[config.mk]
export PLATFORM = sky130hd
export DESIGN_NAME = snax_csr_manager_flat
export DESIGN_NICKNAME = d
export VERILOG_FILES = /design/src/rtl/snax_csr_manager_if.sv /design/src/rtl/snax_csr_manager.sv /design/src/flat_wrapper.sv
export SDC_FILE = /design/constraint.sdc
export NUM_CORES = 1
export LEC_CHECK = 0
export CAP_MARGIN = 15
export CORE_MARGIN = 2
export CORE_UTILIZATION = 50
export DETAILED_ROUTE_END_ITERATION = 7
export HOLD_SLACK_MARGIN = 0.08
export PLACE_DENSITY = 0.83
export SYNTH_ARGS = -nofsm -noshare
export SYNTH_HDL_FRONTEND = slang
export SYNTH_SLANG_ARGS = --single-unit
[constraint.sdc]
create_clock -name clk_i -period 4.5 [get_ports clk_i]
set_input_delay 0.9 -clock clk_i [delete_from_list [all_inputs] [get_ports clk_i]]
set_output_delay 0.9 -clock clk_i [all_outputs]
set_load 0.005 [all_outputs]
[src/rtl/snax_csr_manager_if.sv]
// CSR request/response bus between an issuer (master) and snax_csr_manager (slave).
// Signal names carry the manager-side direction suffixes so both ends use one vocabulary.
interface snax_csr_manager_if;
    logic [31:0] csr_req_bits_data_i;
    logic [31:0] csr_req_bits_addr_i;
    logic        csr_req_bits_write_i;
    logic        csr_req_valid_i;
    logic        csr_req_ready_o;
    logic [31:0] csr_rsp_bits_data_o;
    logic        csr_rsp_valid_o;
    logic        csr_rsp_ready_i;

    modport master (
        output csr_req_bits_data_i,
        output csr_req_bits_addr_i,
        output csr_req_bits_write_i,
        output csr_req_valid_i,
        input  csr_req_ready_o,
        input  csr_rsp_bits_data_o,
        input  csr_rsp_valid_o,
        output csr_rsp_ready_i
    );

    modport slave (
        input  csr_req_bits_data_i,
        input  csr_req_bits_addr_i,
        input  csr_req_bits_write_i,
        input  csr_req_valid_i,
        output csr_req_ready_o,
        output csr_rsp_bits_data_o,
        output csr_rsp_valid_o,
        input  csr_rsp_ready_i
    );
endinterface

[src/rtl/snax_csr_manager.sv]
// CSR staging bank with launch snapshot to the accelerator; reads answer 1 cycle after accept.
// Backpressure: requests stall while a response is blocked or a relaunch waits for the accelerator.
module snax_csr_manager #(
    parameter int unsigned NumRwCsr = 8,
    parameter int unsigned NumRoCsr = 2
) (
    input  logic                   clk_i,
    input  logic                   rst_ni,
    snax_csr_manager_if.slave      csr,
    output logic [NumRwCsr*32-1:0] acc_csr_o,
    output logic                   acc_cfg_valid_o,
    input  logic                   acc_cfg_ready_i,
    input  logic [NumRoCsr*32-1:0] ro_csr_i
);
    localparam int unsigned LaunchIdx = NumRwCsr - 1;

    typedef enum logic {
        IDLE   = 1'b0,
        LAUNCH = 1'b1
    } state_e;

    state_e                 state_q, state_d;
    logic [31:0]            staging_q [NumRwCsr];
    logic [31:0]            staging_d [NumRwCsr];
    logic [NumRwCsr*32-1:0] acc_csr_q, acc_csr_d;
    logic                   rsp_valid_q, rsp_valid_d;
    logic [31:0]            rsp_data_q, rsp_data_d;

    logic        rsp_stall;
    logic        wr_launch_idx;
    logic        req_ready;
    logic        req_accept;
    logic        wr_accept;
    logic        rd_accept;
    logic        launch_fire;
    logic        cfg_fire;
    logic [31:0] rd_data;

    always_comb begin
        rsp_stall     = rsp_valid_q && !csr.csr_rsp_ready_i;
        wr_launch_idx = csr.csr_req_bits_write_i
                        && (csr.csr_req_bits_addr_i == 32'(LaunchIdx));
    end

    // FSM output process: launch handshake and request admission.
    always_comb begin
        acc_cfg_valid_o = (state_q == LAUNCH);
        req_ready       = !rsp_stall && !(wr_launch_idx && (state_q == LAUNCH));
    end

    always_comb begin
        req_accept  = csr.csr_req_valid_i && req_ready;
        wr_accept   = req_accept && csr.csr_req_bits_write_i;
        rd_accept   = req_accept && !csr.csr_req_bits_write_i;
        launch_fire = wr_accept && wr_launch_idx && csr.csr_req_bits_data_i[0]
                      && (state_q == IDLE);
        cfg_fire    = acc_cfg_valid_o && acc_cfg_ready_i;
    end

    // FSM next-state process.
    always_comb begin
        state_d = state_q;
        case (state_q)
            IDLE:    if (launch_fire) state_d = LAUNCH;
            LAUNCH:  if (cfg_fire) state_d = IDLE;
            default: state_d = IDLE;
        endcase
    end

    // Writes to read-only or unmapped addresses match no staging slot and fall away.
    always_comb begin
        for (int unsigned i = 0; i < NumRwCsr; i++) begin
            staging_d[i] = staging_q[i];
            if (wr_accept && (csr.csr_req_bits_addr_i == 32'(i))) begin
                staging_d[i] = csr.csr_req_bits_data_i;
            end
        end
    end

    // The snapshot takes staging_d so the launch word itself lands in slot L.
    always_comb begin
        acc_csr_d = acc_csr_q;
        if (launch_fire) begin
            for (int unsigned i = 0; i < NumRwCsr; i++) begin
                acc_csr_d[i*32 +: 32] = staging_d[i];
            end
        end
    end

    always_comb begin
        rd_data = '0;
        for (int unsigned i = 0; i < LaunchIdx; i++) begin
            if (csr.csr_req_bits_addr_i == 32'(i)) rd_data = staging_q[i];
        end
        if (csr.csr_req_bits_addr_i == 32'(LaunchIdx)) begin
            rd_data = {31'b0, (state_q == LAUNCH)};
        end
        for (int unsigned i = 0; i < NumRoCsr; i++) begin
            if (csr.csr_req_bits_addr_i == 32'(NumRwCsr + i)) rd_data = ro_csr_i[i*32 +: 32];
        end
    end

    // A read accepted in the pop cycle reloads the buffer, keeping full throughput.
    always_comb begin
        rsp_valid_d = rsp_valid_q;
        rsp_data_d  = rsp_data_q;
        if (rd_accept) begin
            rsp_valid_d = 1'b1;
            rsp_data_d  = rd_data;
        end else if (csr.csr_rsp_ready_i) begin
            rsp_valid_d = 1'b0;
        end
    end

    always_ff @(posedge clk_i or negedge rst_ni) begin
        if (!rst_ni) begin
            state_q     <= IDLE;
            acc_csr_q   <= '0;
            rsp_valid_q <= 1'b0;
            rsp_data_q  <= '0;
            for (int unsigned i = 0; i < NumRwCsr; i++) begin
                staging_q[i] <= '0;
            end
        end else begin
            state_q     <= state_d;
            acc_csr_q   <= acc_csr_d;
            rsp_valid_q <= rsp_valid_d;
            rsp_data_q  <= rsp_data_d;
            for (int unsigned i = 0; i < NumRwCsr; i++) begin
                staging_q[i] <= staging_d[i];
            end
        end
    end

    always_comb begin
        csr.csr_req_ready_o     = req_ready;
        csr.csr_rsp_valid_o     = rsp_valid_q;
        csr.csr_rsp_bits_data_o = rsp_data_q;
        acc_csr_o               = acc_csr_q;
    end
endmodule

[src/flat_wrapper.sv]
// flat-port wrapper written by rule: the top's interface ports become plain ports
module snax_csr_manager_flat 
#(
    parameter int unsigned NumRwCsr = 8,
    parameter int unsigned NumRoCsr = 2
)
  (clk_i, rst_ni, acc_csr_o, acc_cfg_valid_o, acc_cfg_ready_i, ro_csr_i, csr_csr_req_bits_data_i, csr_csr_req_bits_addr_i, csr_csr_req_bits_write_i, csr_csr_req_valid_i, csr_csr_req_ready_o, csr_csr_rsp_bits_data_o, csr_csr_rsp_valid_o, csr_csr_rsp_ready_i);
  snax_csr_manager_if csr_i ();
  input  logic clk_i;
  input  logic rst_ni;
  output logic [NumRwCsr*32-1:0] acc_csr_o;
  output logic acc_cfg_valid_o;
  input  logic acc_cfg_ready_i;
  input  logic [NumRoCsr*32-1:0] ro_csr_i;
  input wire logic [$bits(csr_i.csr_req_bits_data_i)-1:0] csr_csr_req_bits_data_i;
  input wire logic [$bits(csr_i.csr_req_bits_addr_i)-1:0] csr_csr_req_bits_addr_i;
  input wire logic [$bits(csr_i.csr_req_bits_write_i)-1:0] csr_csr_req_bits_write_i;
  input wire logic [$bits(csr_i.csr_req_valid_i)-1:0] csr_csr_req_valid_i;
  output wire logic [$bits(csr_i.csr_req_ready_o)-1:0] csr_csr_req_ready_o;
  output wire logic [$bits(csr_i.csr_rsp_bits_data_o)-1:0] csr_csr_rsp_bits_data_o;
  output wire logic [$bits(csr_i.csr_rsp_valid_o)-1:0] csr_csr_rsp_valid_o;
  input wire logic [$bits(csr_i.csr_rsp_ready_i)-1:0] csr_csr_rsp_ready_i;
  assign csr_i.csr_req_bits_data_i = csr_csr_req_bits_data_i;
  assign csr_i.csr_req_bits_addr_i = csr_csr_req_bits_addr_i;
  assign csr_i.csr_req_bits_write_i = csr_csr_req_bits_write_i;
  assign csr_i.csr_req_valid_i = csr_csr_req_valid_i;
  assign csr_csr_req_ready_o = csr_i.csr_req_ready_o;
  assign csr_csr_rsp_bits_data_o = csr_i.csr_rsp_bits_data_o;
  assign csr_csr_rsp_valid_o = csr_i.csr_rsp_valid_o;
  assign csr_i.csr_rsp_ready_i = csr_csr_rsp_ready_i;
  snax_csr_manager #(.NumRwCsr(NumRwCsr), .NumRoCsr(NumRoCsr)) u_core (.clk_i(clk_i), .rst_ni(rst_ni), .csr(csr_i), .acc_csr_o(acc_csr_o), .acc_cfg_valid_o(acc_cfg_valid_o), .acc_cfg_ready_i(acc_cfg_ready_i), .ro_csr_i(ro_csr_i));
endmodule
Word level (Yosys, flattened, before mapping)
Index checks and enable logic that the tools add are counted.
{ "op_classes": {"muxes": 23, "n_reduce_logical": 25, "n_eq_ne": 9, "bitwise_logic": 1} }
{ "ops": {"columns": ["cell", "count"], "rows": [
  ["32-bit two-way mux", 18],
  ["32-bit by 3-bit equality test with 1-bit output, second input constant", 4],
  ["32-bit by 2-bit equality test with 1-bit output, second input constant", 2],
  ["32-bit by 4-bit equality test with 1-bit output, second input constant", 2],
  ["32-bit by 1-bit equality test with 1-bit output, second input constant", 1],
  ["32-bit zero test", 1],
  ["1-bit logical AND", 19],
  ["1-bit zero test", 4],
  ["1-bit two-way mux", 4],
  ["1-bit one-hot mux with 2 select lines", 1],
  ["2-bit nonzero test", 1],
  ["1-bit NOT", 1]
]} }
{ "word_totals": {"register_bits": 546, "input_bits": 134, "out_inout_bits": 291, "wordCells": 70} }

Depth between registers and ports, before layout
Gate-level depths: netlist of the first run.
{ "depth": {"word_depth": 12, "mapped_depth": 10, "ltp_nobuf": 6} }

Worst setup path after synthesis of the first run
No wires, ideal clock.
{ "synth_path": {"path_type": "input-to-reg", "from": "in csr_csr_req_bits_addr_i[9]", "to": "reg u_core.acc_csr_q[133] (netlist: u_core.acc_csr_o[133])", "stages": 7, "setup_time_ns": 0.125, "required_ns": 4.375, "arrival_time_ns": 3.096, "n_path_buf": 2, "setup_slack_ns": 1.280, "cell_sequence": "or4_1 > nor4_2 > and3_1 > buf_2 > buf_2 > mux2_2 > mux2_2"} }
{ "synth_lines": {"columns": ["element", "line_no", "text"], "rows": [
  ["start, declared", "flat_wrapper.sv:16", "input wire logic [$bits(csr_i.csr_req_bits_addr_i)-1:0] csr_csr_req_bits_addr_i;"],
  ["end signal, assigned", "snax_csr_manager.sv:126", "acc_csr_q <= acc_csr_d;"],
  ["end, declared", "snax_csr_manager.sv:25", "logic [NumRwCsr*32-1:0] acc_csr_q, acc_csr_d;"]
]} }

Worst setup path after layout of the first run
{ "layout_path": {"from": "in csr_csr_req_bits_addr_i[13]", "to": "out csr_csr_req_ready_o"} }
{ "layout_via": {"elab_chain_cells": 5} }
{ "layout_lines": {"columns": ["element", "line_no", "text"], "rows": [
  ["32-bit by 3-bit equality test with 1-bit output", "snax_csr_manager.sv:42", "&& (csr.csr_req_bits_addr_i == 32'(LaunchIdx));"],
  ["1-bit logical AND", "snax_csr_manager.sv:42", null],
  ["1-bit logical AND", "snax_csr_manager.sv:48", "req_ready = !rsp_stall && !(wr_launch_idx && (state_q == LAUNCH));"],
  ["1-bit zero test", "snax_csr_manager.sv:48", null],
  ["1-bit logical AND", "snax_csr_manager.sv:48", null],
  ["end, declared", "flat_wrapper.sv:19", "output wire logic [$bits(csr_i.csr_req_ready_o)-1:0] csr_csr_req_ready_o;"]
]} }
No other way between the ends.

==> results of run 1 <==
-- worst max-delay path, stage by stage --
cell	delay (ns)
clkdlybuf4s50_1	0.47
or4_4	0.68
nor3_1	0.39
nand3_2	0.13
nor2_1	0.11
a21boi_0	0.14
clkdlybuf4s50_1	0.47
-- flip-flops by register name, summed over array words and instances, names as in the netlist --
name,flops
u_core.acc_csr_o,256
u_core.staging_q,224
u_core.csr.csr_rsp_bits_data_o,32
u_core.acc_cfg_valid_o,1
u_core.csr.csr_rsp_valid_o,1
-- cell type report --
| class | instances | area, µm² |
|---|---|---|
| repair buffers | 493 | 4940 |
| fillers | 3130 | 14300 |
| clock buffers | 74 | 1530 |
| well taps | 585 | 732 |
| diodes | 7 | 17.5 |
| clock inverters | 17 | 267 |
| flip-flops and latches | 514 | 12900 |
| multi-input cells | 1253 | 8320 |
| inverters | 7 | 26.3 |
-- cells in the mapped netlist, types with 3 or more instances --
master / n / share of area [%]
mux2_2: 242 / 13
nor3_1: 12 / 0.28
mux2_4: 27 / 1.9
a21o_1: 21 / 0.73
o21ai_0: 104 / 2.4
a211o_1: 24 / 0.97
dfrtp_1: 514 / 59
mux2_1: 8 / 0.42
clkbuf_1: 78 / 1.4
o221ai_1: 4 / 0.16
inv_1: 7 / 0.12
a21oi_1: 136 / 3.1
buf_4: 6 / 0.21
nand2_1: 370 / 6.4
or4_1: 3 / 0.10
mux2i_1: 5 / 0.23
a221o_1: 3 / 0.14
nor2_1: 105 / 1.8
nand3_1: 6 / 0.14
nor4_4: 4 / 0.39
nor4_2: 8 / 0.46
nand2b_1: 3 / 0.087
and3_1: 4 / 0.12
a222oi_1: 20 / 0.92
a22o_1: 4 / 0.16
nand4_1: 10 / 0.29
buf_6: 3 / 0.16
a22oi_1: 31 / 1.1
nor2b_1: 3 / 0.087
o211ai_1: 6 / 0.21
a211oi_1: 4 / 0.14
buf_2: 42 / 0.97
o21ai_1: 31 / 0.72
o22ai_1: 33 / 0.95
-- metal layers --
metal,part of all wire (%),vias up
met5,0,-
met1,37,9105
met4,5.7,0
li1,-,7571
met2,48,1121
met3,9.5,306
-- power by group through the flow --
stage	Combinational, mW	Clock [mW]	Sequential, mW
after floorplan	0.119	0	4.78
after global routing	0.591	4.79	4.69
after CTS	0.552	4.59	4.69
after detailed placement	0.548	0	4.78
after global placement	0.536	0	4.78
final	0.552	4.55	4.69
-- per-stage QoR --
stage	area (µm²)	utilization (%)
6_report	28700	66.7
5_1_grt	28700	66.7
4_1_cts	28700	66.7
3_5_place_dp	26900	62.5
3_3_place_gp	26900	62.5
2_1_floorplan	21700	-
-- final timing paths --
| path | cells after the start | start | to |
|---|---|---|---|
| hold reg to reg | 2 | u_core.acc_csr_o[242]$_DFFE_PN0P_ | u_core.acc_csr_o[242]$_DFFE_PN0P_ |
| hold / removal | 1 | rst_ni | u_core.staging_q[73]$_DFF_PN0_ |
| min in group clk_i | 2 | u_core.acc_csr_o[242]$_DFFE_PN0P_ | u_core.acc_csr_o[242]$_DFFE_PN0P_ |
| setup / recovery | 7 | csr_csr_req_bits_addr_i[13] | csr_csr_req_ready_o |
| setup reg to reg | 6 | u_core.csr.csr_rsp_valid_o$_DFFE_PN0P_ | u_core.acc_csr_o[215]$_DFFE_PN0P_ |
| max in group asynchronous | 2 | rst_ni | u_core.staging_q[244]$_DFF_PN0_ |
-- cells by family after synthesis --
family | synth area share, %
DFF | 59.3
AOI/OAI and AO/OA | 12.0
and+or+nand+nor | 10.7
muxes | 15.1
buffers and inverters | 2.84
-- layout by cell type (no fill, tap or decap), types with 5 or more instances in the layout --
master,n
nand4_1,10
clkinv_2,8
o211ai_1,6
o22ai_1,33
nor3_1,10
o21ai_0,104
clkbuf_16,53
mux2_2,242
clkdlybuf4s50_1,422
mux2_4,27
nor4_4,7
bufinv_16,7
a211o_1,24
a21oi_1,135
nand2_1,367
a22oi_1,31
clkbuf_8,12
o21ai_1,31
mux2_1,8
inv_1,7
clkbuf_1,9
mux2i_1,5
nor2_1,101
nor2_4,5
nor4_2,5
dfrtp_1,514
diode_2,7
a21o_1,21
buf_4,55
buf_12,14
a222oi_1,20
==> impl_metrics.csv, run 1 <==
group,metric,value,unit
clock_tree,root_buffer,"clkbuf_16",
outcome,outcome,"complete, but fails checks",
grt,grt_pass1_wl,112000,µm
timing,fin_worst_skew,0.0169,ns
setup_path,worstPathMaxFanout,3,
pwr,ir_drop,0.000276,V
pwr,p_clk_share,46.5,%
place,numPortBuffers,424,
pwr,pwr-share-comb,5.6,%
synthesis,yosys.cell_types.count,51,
routing,dr.pass1.iters,8,
clock_tree,hold_buffers,0,
setup_path,cp-end-kind,"primary output",
synthesis,synthCells,1905,
timing,maxSlewViolCount,0,
pwr,p_int,7.66,mW
floorplan,die_h,212,µm
floorplan,dieArea,45000,µm²
clock_tree,clk_pin_slew_worst_paths,0.06,ns
setup_path,critPathLaunchType,"input pin",
setup_path,path_class,"input pin to primary output",
setup_path,crit_arrival,3.29,ns
timing,hold_violations,0,
synthesis,synth.avg_cell_area,11.4,µm²
grt,grt_overflow,0,
clock_tree,cts_resized,0,
routing,drt_iter0_drc,1941,
floorplan,core,43000,µm²
timing,fmax,239,MHz
run,cap_violations,0,
outcome,failed_checks,"design-rule violations",
pwr,fin_total_pwr,9.80,mW
routing,ant_nets,0,
pwr,leakage,13.4,nW
timing,timing.hold.ws,0.354,ns
timing,setup_ws,0.310,ns
cells_and_area,fin_nets,2454,
floorplan,initial_core_util,50.4,%
grt,first_global_vias,18751,
synthesis,ys_async_sr_fraction,100,%
timing,period_minus_slack,4.19,ns
routing,routed_wl,75300,µm
synthesis,synth-main-ff-cell,"dfrtp_1",
synthesis,syn_area,21700,µm²
pwr,switching_share,21.8,%
clock_tree,clkLatencyLatePin,0.59,ns
routing,routedWlPerCell,25.5,µm
synthesis,yosys_warnings,0,
place,dpl.cell_count,2852,
timing,tns,0,ns
clock_tree,cts_tree,"built",
clock_tree,cts.path.max_buffers,3,
grt,met1_usage,40.9,%
synthesis,synth_seq_cells,514,
cells_and_area,layout.cells.non_filler,2950,
cells_and_area,areaGrowthSynthToFinish,32.3,%
min_path,hold_path_class,"input pin to asynchronous set/reset pin",
floorplan,rows,76,
grt,grt_util_met3,8.76,%
cells_and_area,drive_gt1_share,19.5,%
grt,grt-busiest-layer,"met2",
clock_tree,clkSinkCount,514,
setup_path,critPathRequiredTime,3.60,ns
floorplan,ios,425,
routing,num_vias,18103,
place,hpwl,49600,µm
place,gp_congestion,0.888,
grt,grt_max_degree,113,
floorplan,die_x,212,µm
pwr,seqPwrFrac,47.9,%
synthesis,synth_nets,2039,
grt,antenna_found_initial,7,
pwr,pwr_density_cell,342,nW/µm²
synthesis,seq_area_frac_synth,59.3,%
routing,drcViolationCount,2,
routing,routed_via_density,6.14,
timing,worstMarginPinSlew,1.02,ns
synthesis,synth-edff-count,0,
timing,slew_headroom,32.1,%
grt,use_met2,53.2,%
timing,post-route-period-util,93.1,%
pwr,switchingPower,2.13,mW
clock_tree,cts_setup_buffers,0,
clock_tree,htree_levels,2,
timing,final-setup-viol-count,0,
clock_tree,numCtsBuffers,51,
place,dp_slack,0.334,ns
setup_path,r2r_slack,1.75,ns
grt,grt_util_all_layers,33.2,%
timing,rsz0062_at_grt,"no",
No activity file was read; power rests on OpenSTA's default activity.
==> run 2, diff against run 1 <==
--- a/config.mk
+++ b/config.mk
@@ -8,6 +8,7 @@
 export CAP_MARGIN = 15
 export CORE_MARGIN = 2
 export CORE_UTILIZATION = 50
+export CTS_BUF_LIST = sky130_fd_sc_hd__clkbuf_8
 export DETAILED_ROUTE_END_ITERATION = 7
 export HOLD_SLACK_MARGIN = 0.08
 export PLACE_DENSITY = 0.83
==> run 2 against run 1 <==
Against the previous run:
- total power is 2.1% lower
- critical path depth stayed put
- cell count is 1.8% higher
- wire length is 0.58% lower
- sequential power hardly changed
- first-iteration DRC count is 4.7% lower
- clock skew is 0.013 ns higher
- the run now ends clean
- largest cell class unchanged
- combinational power hardly changed
- largest power group unchanged
- clock power is 4.4% lower
- worst hold slack worse by 0.076 ns
- via count hardly changed
- critical path type unchanged
- flip-flop and latch count stayed put
==> impl_metrics.csv, run 2 (same netlist as run 1, synthesis figures left out) <==
group,metric,value,unit
outcome,outcome,"complete, no violations",
floorplan,die_h,212,µm
cells_and_area,fin_nets,2486,
pwr,p_clk_share,45.3,%
timing,maxSlewViolCount,0,
place,dp_slack,0.334,ns
setup_path,path_class,"input pin to primary output",
setup_path,crit_arrival,3.33,ns
setup_path,critPathRequiredTime,3.60,ns
routing,dr.pass1.iters,6,
floorplan,core,43000,µm²
grt,antenna_found_initial,8,
pwr,switchingPower,2.20,mW
clock_tree,clkSinkCount,514,
pwr,p_int,7.39,mW
pwr,pwr_density_cell,335,nW/µm²
setup_path,cp_slowest_cell,"or4_4",
routing,drt_iter0_drc,1849,
run,cap_violations,0,
pwr,switching_share,22.9,%
timing,rsz0062_at_grt,"no",
place,numPortBuffers,424,
pwr,seqPwrFrac,48.9,%
place,hpwl,49600,µm
timing,worstMarginPinSlew,1.03,ns
routing,routed_via_density,6.03,
floorplan,die_x,212,µm
cells_and_area,areaGrowthSynthToFinish,32.3,%
pwr,ir_drop,0.000218,V
cells_and_area,drive_gt1_share,20.7,%
timing,fmax,236,MHz
cells_and_area,fill_cells,3135,
pwr,pwr-share-comb,5.7,%
grt,grt_max_degree,113,
floorplan,initial_core_util,50.4,%
cells_and_area,layout.cells.non_filler,3002,
grt,grt_pass1_wl,112000,µm
setup_path,max_stage_delay,0.67,ns
clock_tree,clk_pin_slew_worst_paths,0.06,ns
timing,fin_worst_skew,0.0304,ns
setup_path,worstPathMaxFanout,3,
routing,ant_nets,0,
routing,num_vias,18099,
grt,grt_util_all_layers,33.2,%
cells_and_area,utilization,66.7,%
cells_and_area,layout_commonest_cell,"dfrtp_1",
setup_path,critPathLaunchType,"input pin",
clock_tree,htree_levels,3,
place,dpl.cell_count,2852,
clock_tree,clkLatencyLatePin,0.65,ns
timing,post-route-period-util,94.1,%
clock_tree,numCtsBuffers,83,
floorplan,rows,76,
floorplan,dieArea,45000,µm²
clock_tree,cts_setup_buffers,0,
cells_and_area,layout_common_cells,"dfrtp_1 (514), clkdlybuf4s50_1 (422), nand2_1 (367)",
routing,drcViolationCount,0,
timing,slew_headroom,31.6,%
clock_tree,cts_tree,"built",
setup_path,cp-end-kind,"primary output",
clock_tree,root_buffer,"clkbuf_8",
timing,period_minus_slack,4.23,ns
clock_tree,hold_buffers,0,
clock_tree,cts.path.max_buffers,3,
cells_and_area,largest_reg_flops,256,
pwr,fin_total_pwr,9.59,mW
floorplan,ios,425,
timing,hold_violations,0,
routing,routed_wl,74800,µm
min_path,hold_path_class,"input pin to asynchronous set/reset pin",
routing,routedWlPerCell,24.9,µm
timing,tns,0,ns
grt,grt_overflow,0,
grt,first_global_vias,18796,
place,gp_congestion,0.888,
setup_path,cp_cell_sequence,"clkdlybuf4s50_1 > or4_4 > nor3_1 > nand3_2 > nor2_1 > a21boi_0 > clkdlybuf4s50_1",
timing,setup_ws,0.266,ns
timing,final-setup-viol-count,0,
setup_path,cp_common_cell,"clkdlybuf4s50_1",
clock_tree,cts_resized,0,
pwr,leakage,13.5,nW
run 2: cell types whose count changed in the layout (fill, tap and decap cells not counted), sizes merged:
cell and change:
inv +21, clkinvlp +1, clkbuf +30
run 2: metrics by stage:
stage	instance area [µm²]	hold slack [ns]
4_1_cts	28700	0.356
2_1_floorplan	21700	0.450
3_3_place_gp	26900	0.451
3_5_place_dp	26900	0.459
6_report	28700	0.278
5_1_grt	28700	0.369
run 2: final timing paths:
path | slack (ns) | from | endpoint | cells after the start
min | 0.28 | rst_ni | u_core.staging_q[73]$_DFF_PN0_ | 1
max reg2reg | 1.72 | u_core.csr.csr_rsp_valid_o$_DFFE_PN0P_ | u_core.acc_csr_o[52]$_DFFE_PN0P_ | 8
min reg2reg | 0.46 | u_core.acc_csr_o[242]$_DFFE_PN0P_ | u_core.acc_csr_o[242]$_DFFE_PN0P_ | 2
min in group clk_i | 0.46 | u_core.acc_csr_o[242]$_DFFE_PN0P_ | u_core.acc_csr_o[242]$_DFFE_PN0P_ | 2
max | 0.27 | csr_csr_req_bits_addr_i[13] | csr_csr_req_ready_o | 7
max in group asynchronous | 3.08 | rst_ni | u_core.staging_q[211]$_DFF_PN0_ | 2
run 2: cell type report:
type	count	area, µm²	share of cell area (%)
Multi-Input combinational cell	1253	8320	29.0
Sequential cell	514	12900	44.9
Clock buffer	104	1430	4.99
Inverter	7	26.3	0.0916
Timing Repair Buffer	493	4940	17.2
Antenna cell	7	17.5	0.0611
Tap cell	585	732	2.55
Clock inverter	39	349	1.22
run 2: power by group through the flow:
stage / Clock (mW) / Combinational, mW / Sequential [mW]
final: 4.35 / 0.550 / 4.70
after global routing: 4.62 / 0.591 / 4.69
after CTS: 4.39 / 0.551 / 4.69
after detailed placement: 0 / 0.548 / 4.78
after global placement: 0 / 0.536 / 4.78
after floorplan: 0 / 0.119 / 4.78
run 2: per-layer routing:
layer | share of wire (%) | global-route usage, % | up-vias
li1 | - | - | 7618
met1 | 37 | 41.4 | 9124
met2 | 48 | 53.1 | 1108
met3 | 10 | 8.54 | 249
met4 | 5.0 | 18.7 | 0
met5 | 0 | 0 | -
run 2: critical path: cells and delay by family:
kind / cells / cell delay, ns
buffers and inverters: 2 / 0.95
AND/OR/NAND/NOR: 4 / 1.32
AO/OA/AOI/OAI: 1 / 0.14
==> run 3, diff against run 2 <==
--- a/config.mk
+++ b/config.mk
@@ -7,11 +7,11 @@
 export LEC_CHECK = 0
 export CAP_MARGIN = 15
 export CORE_MARGIN = 2
-export CORE_UTILIZATION = 50
+export CORE_UTILIZATION = 58
 export CTS_BUF_LIST = sky130_fd_sc_hd__clkbuf_8
 export DETAILED_ROUTE_END_ITERATION = 7
 export HOLD_SLACK_MARGIN = 0.08
-export PLACE_DENSITY = 0.83
+export PLACE_DENSITY = 0.93
 export SYNTH_ARGS = -nofsm -noshare
 export SYNTH_HDL_FRONTEND = slang
 export SYNTH_SLANG_ARGS = --single-unit
==> run 3 against run 2 <==
Against the previous run:
- first-iteration DRC count increased by 26%
- worst setup slack got worse by 0.16 ns
- non-clock buffer count increased by 12
- total power decreased by 2.4%
- sequential power about the same
- clock-buffer cell count increased by 5
- fmax decreased by 3.6%
==> impl_metrics.csv, run 3 (same netlist as run 1, synthesis figures left out) <==
group,metric,value,unit
routing,drt_iter0_drc,2329,
pwr,pwr_density_cell,328,nW/µm²
floorplan,rows,70,
run,cap_violations,0,
cells_and_area,fin_nets,2497,
cells_and_area,layout.cells.non_filler,2892,
routing,drcViolationCount,0,
routing,dr.pass1.iters,6,
cells_and_area,layout_commonest_cell,"dfrtp_1",
cells_and_area,areaGrowthSynthToFinish,31.6,%
clock_tree,root_buffer,"clkbuf_8",
grt,grt_pass1_wl,117000,µm
setup_path,reg2reg_to,"u_core.acc_csr_o[69]$_DFFE_PN0P_",
timing,timing.hold.ws,0.383,ns
grt,grt_overflow,0,
timing,setup_ws,0.108,ns
setup_path,crit_arrival,3.49,ns
place,numPortBuffers,424,
setup_path,critPathLaunchType,"input pin",
timing,fin_worst_skew,0.0204,ns
timing,tns,0,ns
setup_path,crit_cells,7,
setup_path,cp-end-kind,"primary output",
grt,grt_max_degree,117,
routing,routed_via_density,6.57,
floorplan,core,36700,µm²
min_path,hold_path_class,"input pin to asynchronous set/reset pin",
timing,post-route-period-util,97.6,%
clock_tree,clk_pin_slew_worst_paths,0.06,ns
setup_path,worstPathMaxFanout,3,
setup_path,cp_cell_sequence,"clkdlybuf4s50_1 > or4_4 > nor3_1 > nand3_2 > nor2_1 > a21boi_0 > clkdlybuf4s50_1",
timing,worstMarginPinSlew,0.980,ns
setup_path,crit_start,"csr_csr_req_bits_addr_i[13]",
setup_path,worstReg2RegStart,"u_core.csr.csr_rsp_valid_o$_DFFE_PN0P_",
floorplan,die_h,197,µm
timing,period_minus_slack,4.39,ns
clock_tree,htree_levels,3,
clock_tree,clkSinkCount,514,
floorplan,initial_core_util,59.1,%
setup_path,path_class,"input pin to primary output",
grt,grt_util_all_layers,40.1,%
cells_and_area,drive_gt1_share,21.1,%
setup_path,cp_common_cell,"clkdlybuf4s50_1",
routing,num_vias,18998,
clock_tree,hold_buffers,0,
grt,antenna_found_initial,2,
floorplan,dieArea,38900,µm²
clock_tree,cts.path.max_buffers,3,
timing,final-setup-viol-count,0,
cells_and_area,layout_common_cells,"dfrtp_1 (514), clkdlybuf4s50_1 (422), nand2_1 (367)",
timing,slew_headroom,34.7,%
setup_path,crit_path_end,"csr_csr_req_ready_o",
timing,rsz0062_at_grt,"no",
setup_path,max_stage_delay,0.67,ns
routing,routed_wl,78100,µm
pwr,ir_drop,0.000215,V
place,dp_slack,0.195,ns
clock_tree,cts_setup_buffers,0,
setup_path,cp_slowest_cell,"or4_4",
clock_tree,cts_tree,"built",
cells_and_area,multi_input_area,8320,µm²
grt,first_global_vias,19929,
timing,hold_violations,0,
setup_path,r2r_cells,7,
place,gp_congestion,0.928,
outcome,outcome,"complete, no violations",
timing,fmax,228,MHz
clock_tree,numCtsBuffers,82,
clock_tree,cts_resized,0,
setup_path,r2r_slack,1.75,ns
routing,ant_nets,0,
routing,routedWlPerCell,27.0,µm
place,hpwl,51000,µm
cells_and_area,register_area,12900,µm²
clock_tree,clkLatencyLatePin,0.63,ns
cells_and_area,largest_reg_flops,256,
pwr,fin_total_pwr,9.36,mW
floorplan,ios,425,
setup_path,crit_buf_inv,2,
floorplan,die_x,197,µm
pwr,leakage,13.5,nW
cells_and_area,fill_cells,2099,
timing,maxSlewViolCount,0,
setup_path,critPathRequiredTime,3.60,ns
setup_path,cp_top_family,"simple AND/OR/NAND/NOR gates",
place,dpl.cell_count,2747,
==> run 3: cell types whose count changed in the layout (fill, tap and decap cells not counted), moves of 2 or more <==
| cell | change |
|---|---|
| buf_12 | +2 |
| buf_4 | +10 |
| bufinv_16 | -6 |
| clkbuf_8 | +5 |
| clkinv_2 | -2 |
| clkinvlp_4 | +2 |
| diode_2 | -5 |
| inv_6 | +2 |
==> run 3: how the worst min path moves through the flow <==
stage | start | endpoint | depth (start not counted)
5_1_grt | rst_ni | u_core.staging_q[100]$_DFF_PN0_ | 1
2_1_floorplan | u_core.staging_q[32]$_DFF_PN0_ | u_core.staging_q[32]$_DFF_PN0_ | 2
6_report | rst_ni | u_core.acc_csr_o[100]$_DFFE_PN0P_ | 1
4_1_cts | rst_ni | u_core.acc_csr_o[100]$_DFFE_PN0P_ | 1
3_5_place_dp | u_core.acc_csr_o[252]$_DFFE_PN0P_ | u_core.acc_csr_o[252]$_DFFE_PN0P_ | 2
3_3_place_gp | u_core.acc_csr_o[247]$_DFFE_PN0P_ | u_core.acc_csr_o[247]$_DFFE_PN0P_ | 2
==> run 3: cell type report <==
| class | count | share of cell area (%) |
|---|---|---|
| multi-input combinational | 1253 | 29.2 |
| inverter | 7 | 0.0921 |
| tap | 468 | 2.05 |
| clock buffer | 109 | 5.26 |
| antenna | 2 | 0.0175 |
| sequential | 514 | 45.1 |
| clock inverter | 34 | 0.658 |
| timing repair buffer | 505 | 17.7 |
==> run 3: per-layer routing <==
layer	GRT usage (%)	part of all wire, %
met1	49.4	35
met4	26.3	6.9
met5	0	0
met3	11.7	12
met2	62.0	46
==> run 3: worst register-to-register path, cell delays in order, from the launching register on <==
cell      delay (ns)
dfrtp_1         0.38
nand2b_1        0.15
nand3_1         0.35
or4_1           0.68
nor2_4          0.18
buf_12          0.14
buf_12          0.31
mux2_2          0.45
==> run 3: where the power goes <==
part	switching (mW)	internal (mW)	leakage [nW]
sequential	0.0300	4.67	7.12
clock	1.88	2.22	0.941
combinational	0.307	0.254	5.43
total	2.22	7.14	13.5
==> run 3: metrics by stage <==
| stage | cell area [µm²] | util (%) |
|---|---|---|
| 2_1_floorplan | 21700 | - |
| 3_3_place_gp | 26800 | 73.2 |
| 3_5_place_dp | 26800 | 73.2 |
| 4_1_cts | 28500 | 77.8 |
| 5_1_grt | 28500 | 77.8 |
| 6_report | 28500 | 77.8 |
